$ cat config.mk
export PLATFORM = sky130hd
export DESIGN_NAME = mem_ctrl_nport
export DESIGN_NICKNAME = d
export VERILOG_FILES = /design/src/rtl/mem_ctrl_nport_pkg.sv /design/src/rtl/mem_ctrl_nport_arb.sv /design/src/rtl/mem_ctrl_nport.sv
export SDC_FILE = /design/constraint.sdc
export NUM_CORES = 1
export LEC_CHECK = 0
export BUFFER_PORTS_ARGS = -buffer_cell sky130_fd_sc_hd__clkbuf_2
export CAP_MARGIN = 5
export CORE_MARGIN = 2
export CORE_UTILIZATION = 40
export CTS_BUF_LIST = sky130_fd_sc_hd__clkbuf_8
export CTS_CLUSTER_DIAMETER = 50
export CTS_CLUSTER_SIZE = 28
export DETAILED_ROUTE_END_ITERATION = 10
export PLACE_DENSITY = 0.65
export SLEW_MARGIN = 20
export SYNTH_ARGS = -nofsm -noshare
export SYNTH_HDL_FRONTEND = slang
export SYNTH_SLANG_ARGS = --single-unit
$ cat constraint.sdc
create_clock -name clk_in -period 6.26 [get_ports clk_in]
set_input_delay 1.252 -clock clk_in [delete_from_list [all_inputs] [get_ports clk_in]]
set_output_delay 1.252 -clock clk_in [all_outputs]
set_load 0.005 [all_outputs]
$ cat src/rtl/mem_ctrl_nport_pkg.sv
// Shared types and constants for the multi-port byte-bus memory controller.
//   mem_len_t   : request length code (byte count - 1)
//   mc_state_e  : controller FSM state encoding
//   last_cnt()  : final byte-counter value of a transfer
package mem_ctrl_nport_pkg;

  typedef logic [1:0] mem_len_t;

  localparam mem_len_t LEN_B = 2'd0;  // 1 byte
  localparam mem_len_t LEN_H = 2'd1;  // 2 bytes
  localparam mem_len_t LEN_W = 2'd3;  // 4 bytes (2'd2 yields a 3-byte access)

  typedef enum logic [1:0] {
    MC_IDLE = 2'd0,
    MC_RD   = 2'd1,
    MC_WR   = 2'd2
  } mc_state_e;

  localparam int CNT_W = 3;

  // A read spends len+1 cycles issuing addresses plus two more cycles while the
  // registered address and the RAM's registered data catch up. A write needs
  // only one trailing cycle for its last byte to sit on the bus.
  function automatic logic [CNT_W-1:0] last_cnt(input mem_len_t len, input logic is_rd);
    return {1'b0, len} + (is_rd ? 3'd2 : 3'd1);
  endfunction

endpackage

$ cat src/rtl/mem_ctrl_nport_arb.sv
// rr_arbiter_n: combinational one-hot arbiter.
//   eligible_i : per-port request mask
//   ptr_i      : round-robin start index (ignored in fixed mode)
//   mode_i     : 0 = fixed priority (lowest index), 1 = round-robin
//   grant_o    : one-hot grant, all zero when nothing is eligible
module rr_arbiter_n
  import mem_ctrl_nport_pkg::*;
#(
  parameter int NPORT = 2,
  parameter int PTR_W = 1
) (
  input  logic [NPORT-1:0] eligible_i,
  input  logic [PTR_W-1:0] ptr_i,
  input  logic             mode_i,
  output logic [NPORT-1:0] grant_o
);

  logic [NPORT-1:0] hi_req;
  logic [NPORT-1:0] pick;

  // Round-robin = lowest-index-first among ports at or above the pointer,
  // falling back to plain lowest-index-first when none of those request.
  // NOTE: every always_comb output gets a default before any condition, so no
  // path leaves it unassigned and no latch is inferred.
  always_comb begin
    hi_req = '0;
    for (int p = 0; p < NPORT; p++) begin
      hi_req[p] = eligible_i[p] & (PTR_W'(p) >= ptr_i);
    end
    pick = (mode_i && (|hi_req)) ? hi_req : eligible_i;
    grant_o = '0;
    for (int p = NPORT - 1; p >= 0; p--) begin
      if (pick[p]) grant_o = NPORT'(1) << p;
    end
  end

endmodule

$ cat src/rtl/mem_ctrl_nport.sv
// mem_ctrl_nport: arbitrates NPORT word requests onto one byte-wide RAM/IO bus,
// splitting 1..4-byte accesses into byte cycles and reassembling reads
// little-endian.
//   clk_in/rst_in/rdy_in : clock, sync active-high reset, global freeze (low)
//   req_*                : per-port request (level, held until req_ready)
//   flush_in             : abort this port's pending or in-flight read
//   req_ready            : one-hot combinational accept strobe
//   resp_valid/rdata     : registered completion pulse and shared read data
//   mem_*                : byte bus; mem_din arrives the cycle after mem_a
module mem_ctrl_nport
  import mem_ctrl_nport_pkg::*;
#(
  parameter int NPORT    = 2,
  parameter int ARB_MODE = 1,
  parameter int ADDR_W   = 32
) (
  input  logic                    clk_in,
  input  logic                    rst_in,
  input  logic                    rdy_in,
  input  logic [NPORT-1:0]        req_valid,
  input  logic [NPORT-1:0]        req_we,
  input  logic [2*NPORT-1:0]      req_len,
  input  logic [ADDR_W*NPORT-1:0] req_addr,
  input  logic [32*NPORT-1:0]     req_wdata,
  input  logic [NPORT-1:0]        flush_in,
  output logic [NPORT-1:0]        req_ready,
  output logic [NPORT-1:0]        resp_valid,
  output logic [31:0]             resp_rdata,
  input  logic [7:0]              mem_din,
  output logic [7:0]              mem_dout,
  output logic [ADDR_W-1:0]       mem_a,
  output logic                    mem_wr
);

  localparam int PTR_W = (NPORT > 1) ? $clog2(NPORT) : 1;

  mc_state_e         state_q, state_d;
  logic [PTR_W-1:0]  port_q, port_d;
  logic [PTR_W-1:0]  rr_ptr_q, rr_ptr_d;
  mem_len_t          len_q, len_d;
  logic [ADDR_W-1:0] addr_q, addr_d;
  logic [31:0]       wdata_q, wdata_d;
  logic [CNT_W-1:0]  cnt_q, cnt_d;
  logic [31:0]       rdata_q, rdata_d;
  logic [NPORT-1:0]  resp_valid_q, resp_valid_d;
  logic [ADDR_W-1:0] mem_a_q, mem_a_d;
  logic [7:0]        mem_dout_q, mem_dout_d;
  logic              mem_wr_q, mem_wr_d;

  logic [NPORT-1:0]  eligible, grant;
  logic [PTR_W-1:0]  sel_port;
  logic              sel_we;
  mem_len_t          sel_len;
  logic [ADDR_W-1:0] sel_addr;
  logic [31:0]       sel_wdata;

  // Accepts only happen from IDLE, never on a frozen or resetting edge.
  assign eligible = req_valid & ~flush_in
                  & {NPORT{rdy_in & ~rst_in & (state_q == MC_IDLE)}};

  rr_arbiter_n #(.NPORT(NPORT), .PTR_W(PTR_W)) u_arb (
    .eligible_i (eligible),
    .ptr_i      (rr_ptr_q),
    .mode_i     (ARB_MODE != 0),
    .grant_o    (grant)
  );

  assign req_ready  = grant;
  assign resp_valid = resp_valid_q;
  assign resp_rdata = rdata_q;
  assign mem_a      = mem_a_q;
  assign mem_dout   = mem_dout_q;
  // A frozen cycle must not strobe the IO bus, or the held byte is written twice.
  assign mem_wr     = mem_wr_q & rdy_in & ~rst_in;

  always_comb begin
    sel_port  = '0;
    sel_we    = 1'b0;
    sel_len   = '0;
    sel_addr  = '0;
    sel_wdata = '0;
    for (int p = 0; p < NPORT; p++) begin
      if (grant[p]) begin
        sel_port  = PTR_W'(p);
        sel_we    = req_we[p];
        sel_len   = req_len[2*p +: 2];
        sel_addr  = req_addr[ADDR_W*p +: ADDR_W];
        sel_wdata = req_wdata[32*p +: 32];
      end
    end
  end

  always_comb begin
    state_d      = state_q;
    port_d       = port_q;
    rr_ptr_d     = rr_ptr_q;
    len_d        = len_q;
    addr_d       = addr_q;
    wdata_d      = wdata_q;
    cnt_d        = cnt_q;
    rdata_d      = rdata_q;
    resp_valid_d = '0;
    mem_a_d      = mem_a_q;
    mem_dout_d   = mem_dout_q;
    mem_wr_d     = 1'b0;

    unique case (state_q)
      MC_IDLE: begin
        if (|grant) begin
          state_d  = sel_we ? MC_WR : MC_RD;
          port_d   = sel_port;
          len_d    = sel_len;
          addr_d   = sel_addr;
          wdata_d  = sel_wdata;
          cnt_d    = '0;
          rdata_d  = '0;
          rr_ptr_d = (sel_port == PTR_W'(NPORT - 1)) ? '0 : sel_port + 1'b1;
        end
      end
      MC_RD: begin
        if (flush_in[port_q]) begin
          state_d = MC_IDLE;
        end else begin
          if (cnt_q <= {1'b0, len_q}) mem_a_d = addr_q + ADDR_W'(cnt_q);
          // Byte k appears two counter steps after it was addressed.
          if (cnt_q >= 3'd2) rdata_d[{cnt_q[1:0] - 2'd2, 3'b000} +: 8] = mem_din;
          if (cnt_q == last_cnt(len_q, 1'b1)) begin
            state_d              = MC_IDLE;
            resp_valid_d[port_q] = 1'b1;
          end else begin
            cnt_d = cnt_q + 1'b1;
          end
        end
      end
      MC_WR: begin
        if (cnt_q <= {1'b0, len_q}) begin
          mem_a_d    = addr_q + ADDR_W'(cnt_q);
          mem_dout_d = wdata_q[{cnt_q[1:0], 3'b000} +: 8];
          mem_wr_d   = 1'b1;
        end
        if (cnt_q == last_cnt(len_q, 1'b0)) begin
          state_d              = MC_IDLE;
          resp_valid_d[port_q] = 1'b1;
        end else begin
          cnt_d = cnt_q + 1'b1;
        end
      end
      default: state_d = MC_IDLE;
    endcase
  end

  // NOTE: sequential state uses non-blocking assignments so every register
  // samples its next value from the same pre-edge snapshot.
  always_ff @(posedge clk_in) begin
    if (rst_in) begin
      state_q      <= MC_IDLE;
      port_q       <= '0;
      rr_ptr_q     <= '0;
      len_q        <= '0;
      addr_q       <= '0;
      wdata_q      <= '0;
      cnt_q        <= '0;
      rdata_q      <= '0;
      resp_valid_q <= '0;
      mem_a_q      <= '0;
      mem_dout_q   <= '0;
      mem_wr_q     <= 1'b0;
    end else if (rdy_in) begin
      state_q      <= state_d;
      port_q       <= port_d;
      rr_ptr_q     <= rr_ptr_d;
      len_q        <= len_d;
      addr_q       <= addr_d;
      wdata_q      <= wdata_d;
      cnt_q        <= cnt_d;
      rdata_q      <= rdata_d;
      resp_valid_q <= resp_valid_d;
      mem_a_q      <= mem_a_d;
      mem_dout_q   <= mem_dout_d;
      mem_wr_q     <= mem_wr_d;
    end
  end

endmodule

# Word-level counts from Yosys, hierarchy flattened
# Index checks and enable logic that the tools add are counted.
# totals
input_bits	149
word_cells	104
regBits	148
# op_classes
n_lt_le_gt_ge	6
shift	3
add_sub_neg	7
n_reduce_logical	13
mux	42
n_bitwise	10
n_eq_ne	11
# ops
op	n
32-bit 2-to-1 mux	9
32-bit one-hot mux with 2 select lines	2
32-bit by 3-bit adder with 32-bit output	1
32-bit bitwise mux	1
8-bit by 7-bit variable shift with 32-bit output (first input constant)	1
32-bit by 6-bit indexed part select with 8-bit output	1
8-bit by 7-bit indexed part select with 32-bit output	1
2-bit 2-to-1 mux	13
3-bit 2-to-1 mux	4
2-bit != test (second input constant)	5
1-bit 2-to-1 mux	9
3-bit one-hot mux with 3 select lines	1
3-bit AND reduction	3
5-bit negation with 7-bit output	1
1-bit AND	6
3-bit equality test	2
2-bit one-hot mux with 3 select lines	1
6-bit AND reduction	1
5-bit AND reduction	1
2-bit AND	2
2-bit one-hot mux with 2 select lines	1
4-bit AND reduction	1
2-bit nonzero test	2
2-bit OR reduction	2
other kinds (20)	21

# Longest topological paths before layout
# Gate-level depths: netlist of run 1.
# logic_depth
word_depth	14
mapped_depth	9
ltp_nobuf	7

# By module
# Synthesis of run 1 repeated with hierarchy kept, for this count alone.
# unflattened
cells_unflattened	725
area_unflattened_um2	6751.5
# modules_own_cells
module	seq_area_each_um2	area_each_um2	instances	cells_per_inst
mem_ctrl_nport	2962.8	6730.2	1	721
rr_arbiter_n	0.0	21.3	1	4

# Worst setup path before layout of run 1
# Ideal clock, no wire load.
# synth_timing
path_kind	input to output
from	input port rst_in
to	output port req_ready[1]
path_buffers	5
slack_ps	2454
t_required_ps	5008
t_arrival_ps	2554
path_stages	9
cell_sequence	buf_2 inv_2 nand3_1 or3_1 clkbuf_1 buf_2 buf_1 inv_1 buf_4
# synth_via
elab_chain_len	9
# synth_rtl
element	line_no	source
start: declaration	mem_ctrl_nport.sv:18	input logic rst_in,
1-bit NOT (*)	mem_ctrl_nport.sv:59	& {NPORT{rdy_in & ~rst_in & (state_q == MC_IDLE)}};
1-bit AND (*) (2 in a row)	mem_ctrl_nport.sv:59	
2-bit AND (*)	mem_ctrl_nport.sv:59	
1-bit AND	mem_ctrl_nport_arb.sv:28	hi_req[p] = eligible_i[p] & (PTR_W'(p) >= ptr_i);
2-bit OR reduction	mem_ctrl_nport_arb.sv:30	pick = (mode_i && (|hi_req)) ? hi_req : eligible_i;
2-bit 2-to-1 mux (*)	mem_ctrl_nport_arb.sv:30	
2-bit 2-to-1 mux	mem_ctrl_nport_arb.sv:33	if (pick[p]) grant_o = NPORT'(1) << p;
2-bit 2-to-1 mux (*)	mem_ctrl_nport_arb.sv:33	
end: declaration	mem_ctrl_nport.sv:26	output logic [NPORT-1:0] req_ready,
# Every way passes the cells marked *; elsewhere a longest branch is shown, timed or not.

# Worst setup path after layout of run 1
# layout_timing
from	input port rst_in
to	output port req_ready[0]
# layout_via
elab_chain_len	8
# layout_rtl
element	line_no
1-bit NOT (*)	mem_ctrl_nport.sv:59
1-bit AND (*) (2 in a row)	mem_ctrl_nport.sv:59
2-bit AND (*)	mem_ctrl_nport.sv:59
1-bit AND	mem_ctrl_nport_arb.sv:28
2-bit OR reduction	mem_ctrl_nport_arb.sv:30
2-bit 2-to-1 mux (*)	mem_ctrl_nport_arb.sv:30
2-bit 2-to-1 mux (*)	mem_ctrl_nport_arb.sv:33
# Marks and branches as above.

==> summary.md, run 1 <==
| Metric | Value |
|---|---|
| CP endpoint kind | `output pin` |
| Crit path launch type | `input pin` |
| FF-to-FF Start | `cnt_q[0]` |
| Worst EP arrival | `3.00 ns` |
| Diode count | `0` |
| Fraction of registers with async set/reset | `0%` |
| FF-to-FF End | `mem_a[22]` |
| Post-DP HPWL | `14.26 mm` |
| Initial antenna violation count | `0` |
| Cell taking the most area after synthesis | `dfxtp_1` |
| Hold Violations, Final | `0` |
| Mean post-synth cell area | `8.112 µm²` |
| Final Power | `0.002419 W` |
| Cells after Synth | `863` |
| Status | `finished, final reports clean` |
| Layout Utilization | `50.38%` |
| Initial DRC count | `346` |
| Area of the multi-input gates | `3762 µm²` |
| Root Driver | `clkbuf_8` |
| Starting density of the core | `40.76%` |
| CTS tree | `built` |
| Synth Cell Area | `7000 µm²` |
| Port bufs | `225` |
| Fin. max-slew vios | `0` |
| Combinational Power Share | `23.8%` |
| Top post-synthesis cells by area | `dfxtp_1 42%, nor2_1 13%, nor4_1 6.2%` |
| Synth Net Count | `1027` |
| Layout Nets | `1215` |
| Int Power | `0.001599 W` |
| Pwr/cell area | `279.5 nW/µm²` |
| Reg-to-reg slack, setup | `3.10 ns` |
| Most frequent cells in the layout | `244 x nor2_1, 224 x clkbuf_2, 148 x dfxtp_1` |
| Sum of negative setup slack | `0 ns` |
| WL per Instance | `15.62 µm` |
| Total number of vias | `6742` |
| HP Start | `resp_rdata[4]` |
| Clock transition at the registers of the reported paths | `0.09 ns` |
| Worst Hold End | `resp_rdata[4]` |
| Worst slew margin | `39.51%` |
| Worst hold path class | `reg -> reg` |
| Post-route DRC | `0` |
| Sink Count | `148` |
| Sequential Power Share | `45.6%` |
| Worst Reg-to-Reg Cells | `8` |
| Largest net degree at the start of global routing | `80` |
| Final period utilization | `67.93%` |
| CTS Hold Buffers Added | `0` |
| Post-synth EDFFs | `0` |
| Postcts setup bufs | `0` |
| I/O pins | `226` |
| Drt pass-1 iters | `4` |
| Reg area | `2963 µm²` |
| Final setup violation count | `0` |
| WP data required | `5.01 ns` |
| Die Span Y | `136.3 µm` |
| Leading cell type in the layout, fill and taps excluded | `nor2_1` |
| First-pass GRT wire length | `31.80 mm` |
| Synth top area share | `42.32%` |
| Clk pwr share | `30.6%` |
| Latest clock arrival within the worst-skew pair | `0.46 ns` |
| Max H-tree Level | `4` |
| DIE AREA | `18580 µm²` |
| Worst Path Max Fanout | `56` |
| Leak | `3.599 nW` |
| #FFs+latches synth | `148` |
| Achievable clock frequency | `235.1 MHz` |
| Worst Clk Skew | `0.01633 ns` |
| Via/cell ratio | `5.230` |
| Fin crit period | `4.253 ns` |
| Synth warnings | `0` |
| NetSw | `0.0008199 W` |
| RD Place Congestion | `0.8606` |
| CTS Buf Count | `17` |
| Core box area | `17180 µm²` |
| DP Worst Slack | `2.008 ns` |
| Routed wire length | `20.13 mm` |
| Bufs on Longest Clock Path | `2` |
| Post-route setup slack | `2.007 ns` |
| Hold-critical path depth | `2` |
| Die Wd | `136.3 µm` |
| Share of layout cells above drive strength 1 | `27.54%` |
| Gr usage total | `21.77%` |
| Worst ir drop on vdd | `0.1526 mV` |
| Row count | `48` |
| Fill count | `1721` |
| Fin Hold WS | `0.4566 ns` |
| Sequential element share of the synthesized area | `42.32%` |
| Area growth, synth to finish | `23.61%` |
| Max_cap viols | `0` |
| RSZ-0062 raised after global routing | `no` |
| GRT Residual Overflow | `0` |
| Remaining antenna violation count | `0` |
| Resized cells post-CTS | `0` |
| Crit Path Category | `in -> out` |
| Worst-Margin Slew | `0.9061 ns` |
| Cell variety after synth | `57` |
| Vias in the first global route | `6302` |
| Switching Share | `33.90%` |
| Top_reg_cell synth | `dfxtp_1` |
-- worst max-delay path, stage by stage --
cell and delay (ns):
buf_4 0.27, inv_2 0.44, nand3_1 0.27, or3_2 0.56, inv_1 0.07, clkbuf_2 0.10
-- synthesized netlist by cell type, types with 2 or more instances --
cell        n
nor4_1     69
buf_1      11
nand3b_1    2
mux2i_1    10
nor4_2      2
nor2_1    244
nand4_1    20
nand2b_1    5
nand4_2     2
mux4_2      8
clkbuf_1   42
nand2_1    48
dfxtp_1   148
a21o_1      2
a211o_1     2
xor2_1     15
and3_1      3
and2_1      2
or3_1       3
buf_2       9
o21ai_0    13
xnor2_1    15
nand3_1    24
o41ai_1    16
o211ai_1   17
nor3_1     10
a211oi_1   28
inv_1      14
a21oi_1    32
nand4b_1    3
nor3b_1     4
o211a_1     2
ha_1       14
-- kinds of logic (layout without fill, tap and decap cells) --
family | Yosys count | count (layout) | synth area share (%)
AOI/OAI and AO/OA | 122 | 122 | 12.03
muxes | 19 | 19 | 4.164
DFF | 148 | 148 | 42.32
xor gates and xnor gates | 30 | 30 | 3.753
adders and majority gates | 15 | 15 | 2.788
and+or+nand+nor | 451 | 451 | 30.55
buffers and inverters | 78 | 279 | 4.397
-- power groups by stage --
| stage | Combinational, W | Clock [W] | Sequential (W) |
|---|---|---|---|
| finish | 0.000575 | 0.000741 | 0.00110 |
| CTS | 0.000560 | 0.000762 | 0.00110 |
| global route | 0.000643 | 0.000798 | 0.00112 |
| floorplan | 0.000378 | 0 | 0.00110 |
| detailed placement | 0.000556 | 0 | 0.00113 |
| global placement | 0.000552 | 0 | 0.00112 |
-- final cells by class --
type / count / share of cell area [%]
timing repair buffer: 232 / 13.88
clock inverter: 15 / 1.793
sequential: 148 / 34.24
multi-input combinational: 637 / 43.48
clock buffer: 17 / 2.704
tap: 225 / 3.253
inverter: 15 / 0.6507
-- sequential cells by signal (all words and copies together), names as in the netlist --
register    cells
addr_q         32
mem_a          32
resp_rdata     32
wdata_q        32
mem_dout        8
cnt_q           3
len_q           2
resp_valid      2
state_q         2
mem_wr_q        1
port_q          1
rr_ptr_q        1
-- worst max-delay path by stage --
stage | cells after the start | end | start
3_3_place_gp | 6 | req_ready[0] | rst_in
2_1_floorplan | 9 | req_ready[1] | rst_in
6_report | 6 | req_ready[0] | rst_in
3_5_place_dp | 6 | req_ready[0] | rst_in
5_1_grt | 6 | req_ready[0] | rst_in
4_1_cts | 6 | req_ready[0] | rst_in
-- per-layer routing --
layer	part of all wire (%)	routed length [µm]	GRT usage, %	vias to the layer above
met5	0	0	0	-
met4	0.82	165	5.324	0
met3	8.3	1678	6.861	22
met2	46	9247	35.06	253
met1	45	9037	28.43	3022
li1	-	-	-	3445
-- per-stage QoR --
step	cells	cell area, µm²
final	1289	8653
after floorplan	863	7000
after global placement	1256	8223
after CTS	1288	8612
after global routing	1289	8653
after detailed placement	1256	8223
Power figures use the tool's default switching activity.
==> run 2: changes to the inputs <==
==> constraint.sdc (replaced) <==
create_clock -name clk_in -period 3.95 [get_ports clk_in]
set_input_delay 0.79 -clock clk_in [delete_from_list [all_inputs] [get_ports clk_in]]
set_output_delay 0.79 -clock clk_in [all_outputs]
set_load 0.005 [all_outputs]
==> run 2 against run 1 <==
  * Non-clock buffer count rose by 3
  * Cell area is 0.20% higher
  * Via count is essentially flat
  * Setup slack got worse by 1.1 ns
  * Combinational power rose by 57%
  * Sequential power increased by 59%
  * Power rose by 61%
  * Global-route usage shrank 0.34 points
  * Clock-buffer cell count is 1 higher
  * Register-to-register slack worse by 2.1 ns
==> summary.md, run 2 (synthesis gave the netlist of run 1 again) <==
| Metric | Value |
|---|---|
| Layout Nets | `1218 (+0.25%)` |
| First-pass GRT wire length | `31.46 mm (-1.0%)` |
| Area growth, synth to finish | `23.86%` |
| Clock transition at the registers of the reported paths | `0.08 ns (about the same)` |
| Sink Count | `148 (unchanged)` |
| Hold Violations, Final | `0 (unchanged)` |
| Final period utilization | `76.43%` |
| Crit-path cells | `inv_1 -> ha_1 -> nand3_1 -> or3_2 -> inv_1 -> clkbuf_2` |
| Achievable clock frequency | `331.2 MHz` |
| Reg-to-reg slack, setup | `1.01 ns (-2.09 ns)` |
| Resized cells post-CTS | `0 (unchanged)` |
| WP data required | `3.16 ns (-1.85 ns)` |
| CTS Buf Count | `17 (unchanged)` |
| CTS tree | `built` |
| Leading cell type in the layout, fill and taps excluded | `nor2_1` |
| FF-to-FF End | `cnt_q[2]` |
| Via/cell ratio | `5.220 (-0.20%)` |
| Post-route setup slack | `0.9310 ns (-1.076 ns)` |
| Drt pass-1 iters | `4 (unchanged)` |
| Cell with the largest stage delay on the worst path | `or3_2` |
| Crit path launch type | `flip-flop` |
| Worst Reg-to-Reg Cells | `6 (-2)` |
| FF-to-FF Start | `cnt_q[0]` |
| Worst slew margin | `37.77% (-1.7 points)` |
| Fin crit period | `3.019 ns` |
| Bufs on Longest Clock Path | `2 (unchanged)` |
| Hold-critical path depth | `2 (unchanged)` |
| Core box area | `17180 µm² (unchanged)` |
| DP Worst Slack | `0.9736 ns (-1.035 ns)` |
| Latest clock arrival within the worst-skew pair | `0.46 ns (about the same)` |
| Diode count | `0 (unchanged)` |
| GRT Residual Overflow | `0 (unchanged)` |
| Root Driver | `clkbuf_8` |
| CP Depth | `6 (unchanged)` |
| CTS Hold Buffers Added | `0 (unchanged)` |
| Die Span Y | `136.3 µm (unchanged)` |
| I/O pins | `226 (unchanged)` |
| DIE AREA | `18580 µm² (unchanged)` |
| Vias in the first global route | `6179 (-2.0%)` |
| Worst ir drop on vdd | `0.2782 mV (+82%)` |
| Initial DRC count | `363 (+4.9%)` |
| Crit path buffers/inverters | `3 (-1)` |
| Crit path max-delay family | `simple AND/OR/NAND/NOR gates` |
| Pwr/cell area | `448.1 nW/µm² (+60%)` |
| Max H-tree Level | `4 (unchanged)` |
| Worst Clk Skew | `0.009753 ns (-0.006572 ns)` |
| Fill count | `1702 (-1.1%)` |
| Crit path to | `req_ready[0]` |
| Post-route DRC | `0 (unchanged)` |
| Initial antenna violation count | `0 (unchanged)` |
| Worst Path Max Fanout | `7 (-88%)` |
| Fin Hold WS | `0.4554 ns (-0.001221 ns)` |
| Leak | `3.619 nW (+0.56%)` |
| Row count | `48 (unchanged)` |
| Setup crit start | `state_q[0]` |
| Worst-Margin Slew | `0.9315 ns (+0.02533 ns)` |
| Fin. max-slew vios | `0 (unchanged)` |
| Post-DP HPWL | `13.98 mm (-2.0%)` |
| Share of layout cells above drive strength 1 | `27.55% (about the same)` |
| CP endpoint kind | `output pin` |
| Max_cap viols | `0 (unchanged)` |
| Die Wd | `136.3 µm (unchanged)` |
| Final Cell Area | `8671 µm² (+0.20%)` |
| Postcts setup bufs | `0 (unchanged)` |
| Starting density of the core | `40.76% (unchanged)` |
| Worst hold path class | `reg -> reg` |
| Final setup violation count | `0 (unchanged)` |
| Most frequent cells in the layout | `244 x nor2_1, 224 x clkbuf_2, 148 x dfxtp_1` |
| Sum of negative setup slack | `0 ns (unchanged)` |
| RD Place Congestion | `0.8849 (+2.8%)` |
| Crit Path Category | `reg -> out` |
| Routed wire length | `20.00 mm (-0.66%)` |
| Crit path top cell by count | `inv_1` |
| Largest net degree at the start of global routing | `79 (-1.3%)` |
| Gr usage total | `21.44% (-0.34 points)` |
| Status | `finished, final reports clean` |
| Port bufs | `225 (unchanged)` |
| HP Start | `mem_wr_q` |
| Placed Area | `8253 µm² (+0.37%)` |
| Remaining antenna violation count | `0 (unchanged)` |
| RSZ-0062 raised after global routing | `no` |
| Worst EP arrival | `2.23 ns (-0.77 ns)` |
| CP peak stage delay | `0.57 ns (about the same)` |
| Total number of vias | `6744 (+0.030%)` |
| WL per Instance | `15.48 µm (-0.89%)` |
## run 2: cell types whose count changed in the layout (fill, tap and decap cells not counted), sizes merged
cell    previous run  this run
clkbuf           241       242
bufinv             2         3
clkinv             6         7
inv               19        16
buf                8        11
## run 2: worst min path at each step
stage	to
after floorplan	mem_wr_q
after global placement	resp_rdata[4]
after detailed placement	mem_wr_q
after CTS	mem_wr_q
after global routing	resp_rdata[3]
final	mem_wr_q
## run 2: area by class of cell
cell class                 count  area, µm²  area share [%]
multi-input combinational    637       3756           43.32
sequential                   148       2963           34.17
timing repair buffer         235       1204           13.88
tap                          225      281.5           3.247
clock buffer                  18      247.7           2.857
clock inverter                14      162.7           1.876
inverter                      15      56.30          0.6494
## run 2: layer usage
layer	share of wire [%]	up-vias	GRT usage, %	wire, µm
met5	0	-	0	0
met1	46	3041	28.69	9219
li1	-	3446	-	-
met3	8.0	23	6.562	1602
met4	1.3	0	5.671	257
met2	45	234	33.58	8917
## run 2: power breakdown
part,internal (W),switching (W),total (W)
Combinational,0.000334,0.000569,0.000902
Clock,0.000636,0.000595,0.00123
Sequential,0.00163,0.000120,0.00175
## run 2: through the flow
stage,total power [W],utilization [%],std cells
6_report,0.003886,50.48,1292
4_1_cts,0.003909,50.44,1292
5_1_grt,0.004107,50.48,1292
3_3_place_gp,0.002664,48.05,1260
2_1_floorplan,0.002351,-,863
3_5_place_dp,0.002678,48.05,1260
## run 2: tightest hold or removal path: stages, from the launching register on
cell and delay [ns]:
dfxtp_1 0.31, nand2_1 0.05, a21oi_1 0.05
==> run 3: changes to the inputs <==
--- a/config.mk
+++ b/config.mk
@@ -5,6 +5,7 @@
 export SDC_FILE = /design/constraint.sdc
 export NUM_CORES = 1
 export LEC_CHECK = 0
+export ABC_AREA = 1
 export BUFFER_PORTS_ARGS = -buffer_cell sky130_fd_sc_hd__clkbuf_2
 export CAP_MARGIN = 5
 export CORE_MARGIN = 2
@@ -13,7 +14,7 @@
 export CTS_CLUSTER_DIAMETER = 50
 export CTS_CLUSTER_SIZE = 28
 export DETAILED_ROUTE_END_ITERATION = 10
-export PLACE_DENSITY = 0.65
+export PLACE_DENSITY = 0.66
 export SLEW_MARGIN = 20
 export SYNTH_ARGS = -nofsm -noshare
 export SYNTH_HDL_FRONTEND = slang
==> constraint.sdc (replaced) <==
create_clock -name clk_in -period 2.6 [get_ports clk_in]
set_input_delay 0.52 -clock clk_in [delete_from_list [all_inputs] [get_ports clk_in]]
set_output_delay 0.52 -clock clk_in [all_outputs]
set_load 0.005 [all_outputs]
==> run 3 against run 2 <==
  * Register-to-register slack worse by 0.69 ns
  * Clock skew is essentially flat
  * Critical endpoint unchanged
  * Power grew 32%
  * Clock-buffer cell count unchanged
  * Clock power is 60% higher
==> summary.md, run 3 <==
| Metric | Value |
|---|---|
| Clk pwr share | `38.5% (+6.8 points)` |
| Vias in the first global route | `7464 (+21%)` |
| Most frequent cells in the layout | `452 x nand2_1, 225 x clkbuf_2, 198 x nor2_1` |
| Gr usage total | `22.72% (+1.3 points)` |
| Placed Area | `9368 µm² (+14%)` |
| Worst hold path class | `in -> reg` |
| Drt pass-1 iters | `5 (+1)` |
| Most Crowded Layer GR | `met1` |
| Worst ir drop on vdd | `0.3178 mV (+14%)` |
| Starting density of the core | `41.00% (+0.24 points)` |
| WP data required | `2.08 ns (-1.08 ns)` |
| Port bufs | `225 (unchanged)` |
| Latest clock arrival within the worst-skew pair | `0.47 ns (about the same)` |
| Core box area | `19530 µm² (+14%)` |
| CTS tree | `built` |
| Worst Clk Skew | `0.01019 ns (+0.0004397 ns)` |
| Filler-free cell count of the finished design | `1768 (+37%)` |
| Remaining antenna violation count | `0 (unchanged)` |
| Initial antenna violation count | `0 (unchanged)` |
| Pwr/cell area | `521.6 nW/µm² (+16%)` |
| RD Place Congestion | `0.9515 (+7.5%)` |
| Fin crit period | `2.428 ns` |
| CP peak stage delay | `0.38 ns (-0.19 ns)` |
| Die Span Y | `145.5 µm (+6.7%)` |
| Postcts setup bufs | `0 (unchanged)` |
| Fin. max-slew vios | `0 (unchanged)` |
| Switching Share | `28.32% (-4.7 points)` |
| Combinational Power Share | `13.6% (-9.6 points)` |
| Final Cell Area | `9811 µm² (+13%)` |
| Initial DRC count | `587 (+62%)` |
| Post-synthesis simple-gate area fraction | `40.03% (+9.5 points)` |
| Synth Cell Area | `8005 µm² (+14%)` |
| Cell with the largest stage delay on the worst path | `dfxtp_1` |
| Top_reg_cell synth | `dfxtp_1` |
| Root Driver | `clkbuf_8` |
| Crit path max-delay family | `buffers and inverters` |
| Total number of vias | `8400 (+25%)` |
| Grt met2 use | `32.54% (-1.0 points)` |
| Sequential element share of the synthesized area | `37.01% (-5.3 points)` |
| Final setup violation count | `0 (unchanged)` |
| Row count | `51 (+6.3%)` |
| Cell taking the most area after synthesis | `dfxtp_1` |
| Post-route DRC | `0 (unchanged)` |
| Crit path launch type | `flip-flop` |
| Post-synth EDFFs | `0 (unchanged)` |
| Sink Count | `148 (unchanged)` |
| WL per Instance | `13.73 µm (-11%)` |
| Synth warnings | `0 (unchanged)` |
| CTS Buf Count | `17 (unchanged)` |
| Crit path buffers/inverters | `4 (+1)` |
| Met3 GRT Util | `5.486% (-1.1 points)` |
| GRT Residual Overflow | `0 (unchanged)` |
| Bufs on Longest Clock Path | `2 (unchanged)` |
| Die Wd | `145.5 µm (+6.7%)` |
| Crit Path Category | `reg -> out` |
| Final Power | `0.005117 W (+32%)` |
| Synth top area share | `37.01% (-5.3 points)` |
| Diode count | `0 (unchanged)` |
| Status | `finished, final reports clean` |
| Worst Path Max Fanout | `6 (-1)` |
| I/O pins | `226 (unchanged)` |
| Worst-Margin Slew | `0.7731 ns (-0.1584 ns)` |
| Reg area | `2964 µm² (about the same)` |
| Leading cell type in the layout, fill and taps excluded | `nand2_1` |
| Hold Violations, Final | `0 (unchanged)` |
| Leak | `4.974 nW (+37%)` |
| RSZ-0062 raised after global routing | `no` |
| Cell variety after synth | `35 (-39%)` |
| Worst EP arrival | `1.91 ns (-0.32 ns)` |
| Area growth, synth to finish | `22.55%` |
| Fill count | `2087 (+23%)` |
| Area of the multi-input gates | `4192 µm² (+12%)` |
| Sum of negative setup slack | `0 ns (unchanged)` |
| Cells after Synth | `1279 (+48%)` |
| CP endpoint kind | `output pin` |
| Synth Net Count | `1443 (+41%)` |
| Largest net degree at the start of global routing | `76 (-3.8%)` |
| Most common cell in the netlist | `nand2_1` |
| Largest family of logic cells by synthesized area | `simple AND/OR/NAND/NOR gates` |
| Routed wire length | `24.27 mm (+21%)` |
| NetSw | `0.001449 W (+13%)` |
| Crit-path cells | `inv_1 -> ha_2 -> nand2_1 -> nor2_2 -> nand2_2 -> clkinv_2 -> nand2_1 -> nand2_1 -> inv_4 -> clkbuf_2` |
| Layout Nets | `1654 (+36%)` |
| DIE AREA | `21160 µm² (+14%)` |
| First-pass GRT wire length | `38.78 mm (+23%)` |
| Worst slew margin | `48.41% (+11 points)` |
| Top post-synthesis cells by count | `453 x nand2_1, 199 x nor2_1, 148 x dfxtp_1` |
| Placed insts | `1736 (+38%)` |
| #FFs+latches synth | `148 (unchanged)` |
| Max H-tree Level | `4 (unchanged)` |
| Xor/xnor share of the synthesized area | `1.641% (-2.1 points)` |
| Share of layout cells above drive strength 1 | `20.16% (-7.4 points)` |
| Via/cell ratio | `4.751 (-9.0%)` |
| Post-DP HPWL | `19.01 mm (+36%)` |
| Top post-synthesis cells by area | `dfxtp_1 37%, nand2_1 21%, nor2_1 9.3%` |
| Layout Utilization | `50.24% (-0.24 points)` |
| Final period utilization | `93.38%` |
| Fraction of registers with async set/reset | `0% (unchanged)` |
| Crit path top cell by count | `nand2_1` |
| Int Power | `0.003668 W (+41%)` |
| Synth Area in Adders | `2.438% (-0.35 points)` |
| Met1 usage | `34.06% (+5.4 points)` |
| Max_cap viols | `0 (unchanged)` |
| Sequential Power Share | `47.9% (+2.8 points)` |
| Post-synthesis mux area share | `0% (-4.2 points)` |
| Mean post-synth cell area | `6.259 µm² (-23%)` |
| Complex-gate fraction of the synthesized area | `8.096% (-3.9 points)` |
| Clock transition at the registers of the reported paths | `0.09 ns (about the same)` |
| Achievable clock frequency | `411.9 MHz` |
==> run 3: area by class of cell <==
cell class | instances | share of cell area, %
well taps | 265 | 3.380
inverters | 151 | 5.841
multi-input cells | 925 | 42.72
flip-flops and latches | 148 | 30.21
clock buffers | 18 | 2.525
clock inverters | 14 | 1.900
repair buffers | 247 | 13.42
==> run 3: timing repair <==
item / 4_1_cts / 5_1_grt
setup endpoints to repair: 1 / 2
gates cloned: 0 / 0
resized for setup: 2 / 2
hold buffers: 0 / 0
==> run 3: power groups by stage <==
| stage | clock network, W | registers (W) | logic [W] |
|---|---|---|---|
| CTS | 0.00201 | 0.00245 | 0.000700 |
| global placement | 0 | 0.00250 | 0.000693 |
| floorplan | 0 | 0.00249 | 0.000411 |
| detailed placement | 0 | 0.00250 | 0.000695 |
| global route | 0.00210 | 0.00246 | 0.000793 |
| finish | 0.00197 | 0.00245 | 0.000697 |
==> run 3: stage by stage <==
stage | hold slack [ns] | setup slack [ns]
2_1_floorplan | 0.4554 | 0.3215
3_3_place_gp | 0.4626 | 0.3822
3_5_place_dp | 0.4693 | 0.3777
4_1_cts | 0.2754 | 0.05077
5_1_grt | 0.2912 | 0.05159
6_report | 0.2975 | 0.1721
==> run 3: cells by family (layout without fill, tap and decap cells) <==
kind of cell / after synthesis / after routing
compound gates: 110 / 110
fa+ha+maj: 15 / 15
xor+xnor: 15 / 15
simple gates: 785 / 785
buf+inv: 206 / 430
flops: 148 / 148
==> run 3: worst paths after layout <==
kind               from        endpoint  slack, ns  cells past startpoint
max          state_q[1]    req_ready[0]       0.17                     10
min              rdy_in   resp_valid[0]       0.30                      2
max reg2reg    cnt_q[0]  resp_rdata[24]       0.32                     10
min reg2reg    mem_wr_q        mem_wr_q       0.48                      2
==> run 3: per-layer routing <==
metal  wire length [µm]  share of wire [%]  up-vias
li1                   -                  -     4386
met5                  0                  0        -
met1              12460                 51     3726
met2               9924                 41      264
met4                286                1.2        0
met3               1599                6.6       24
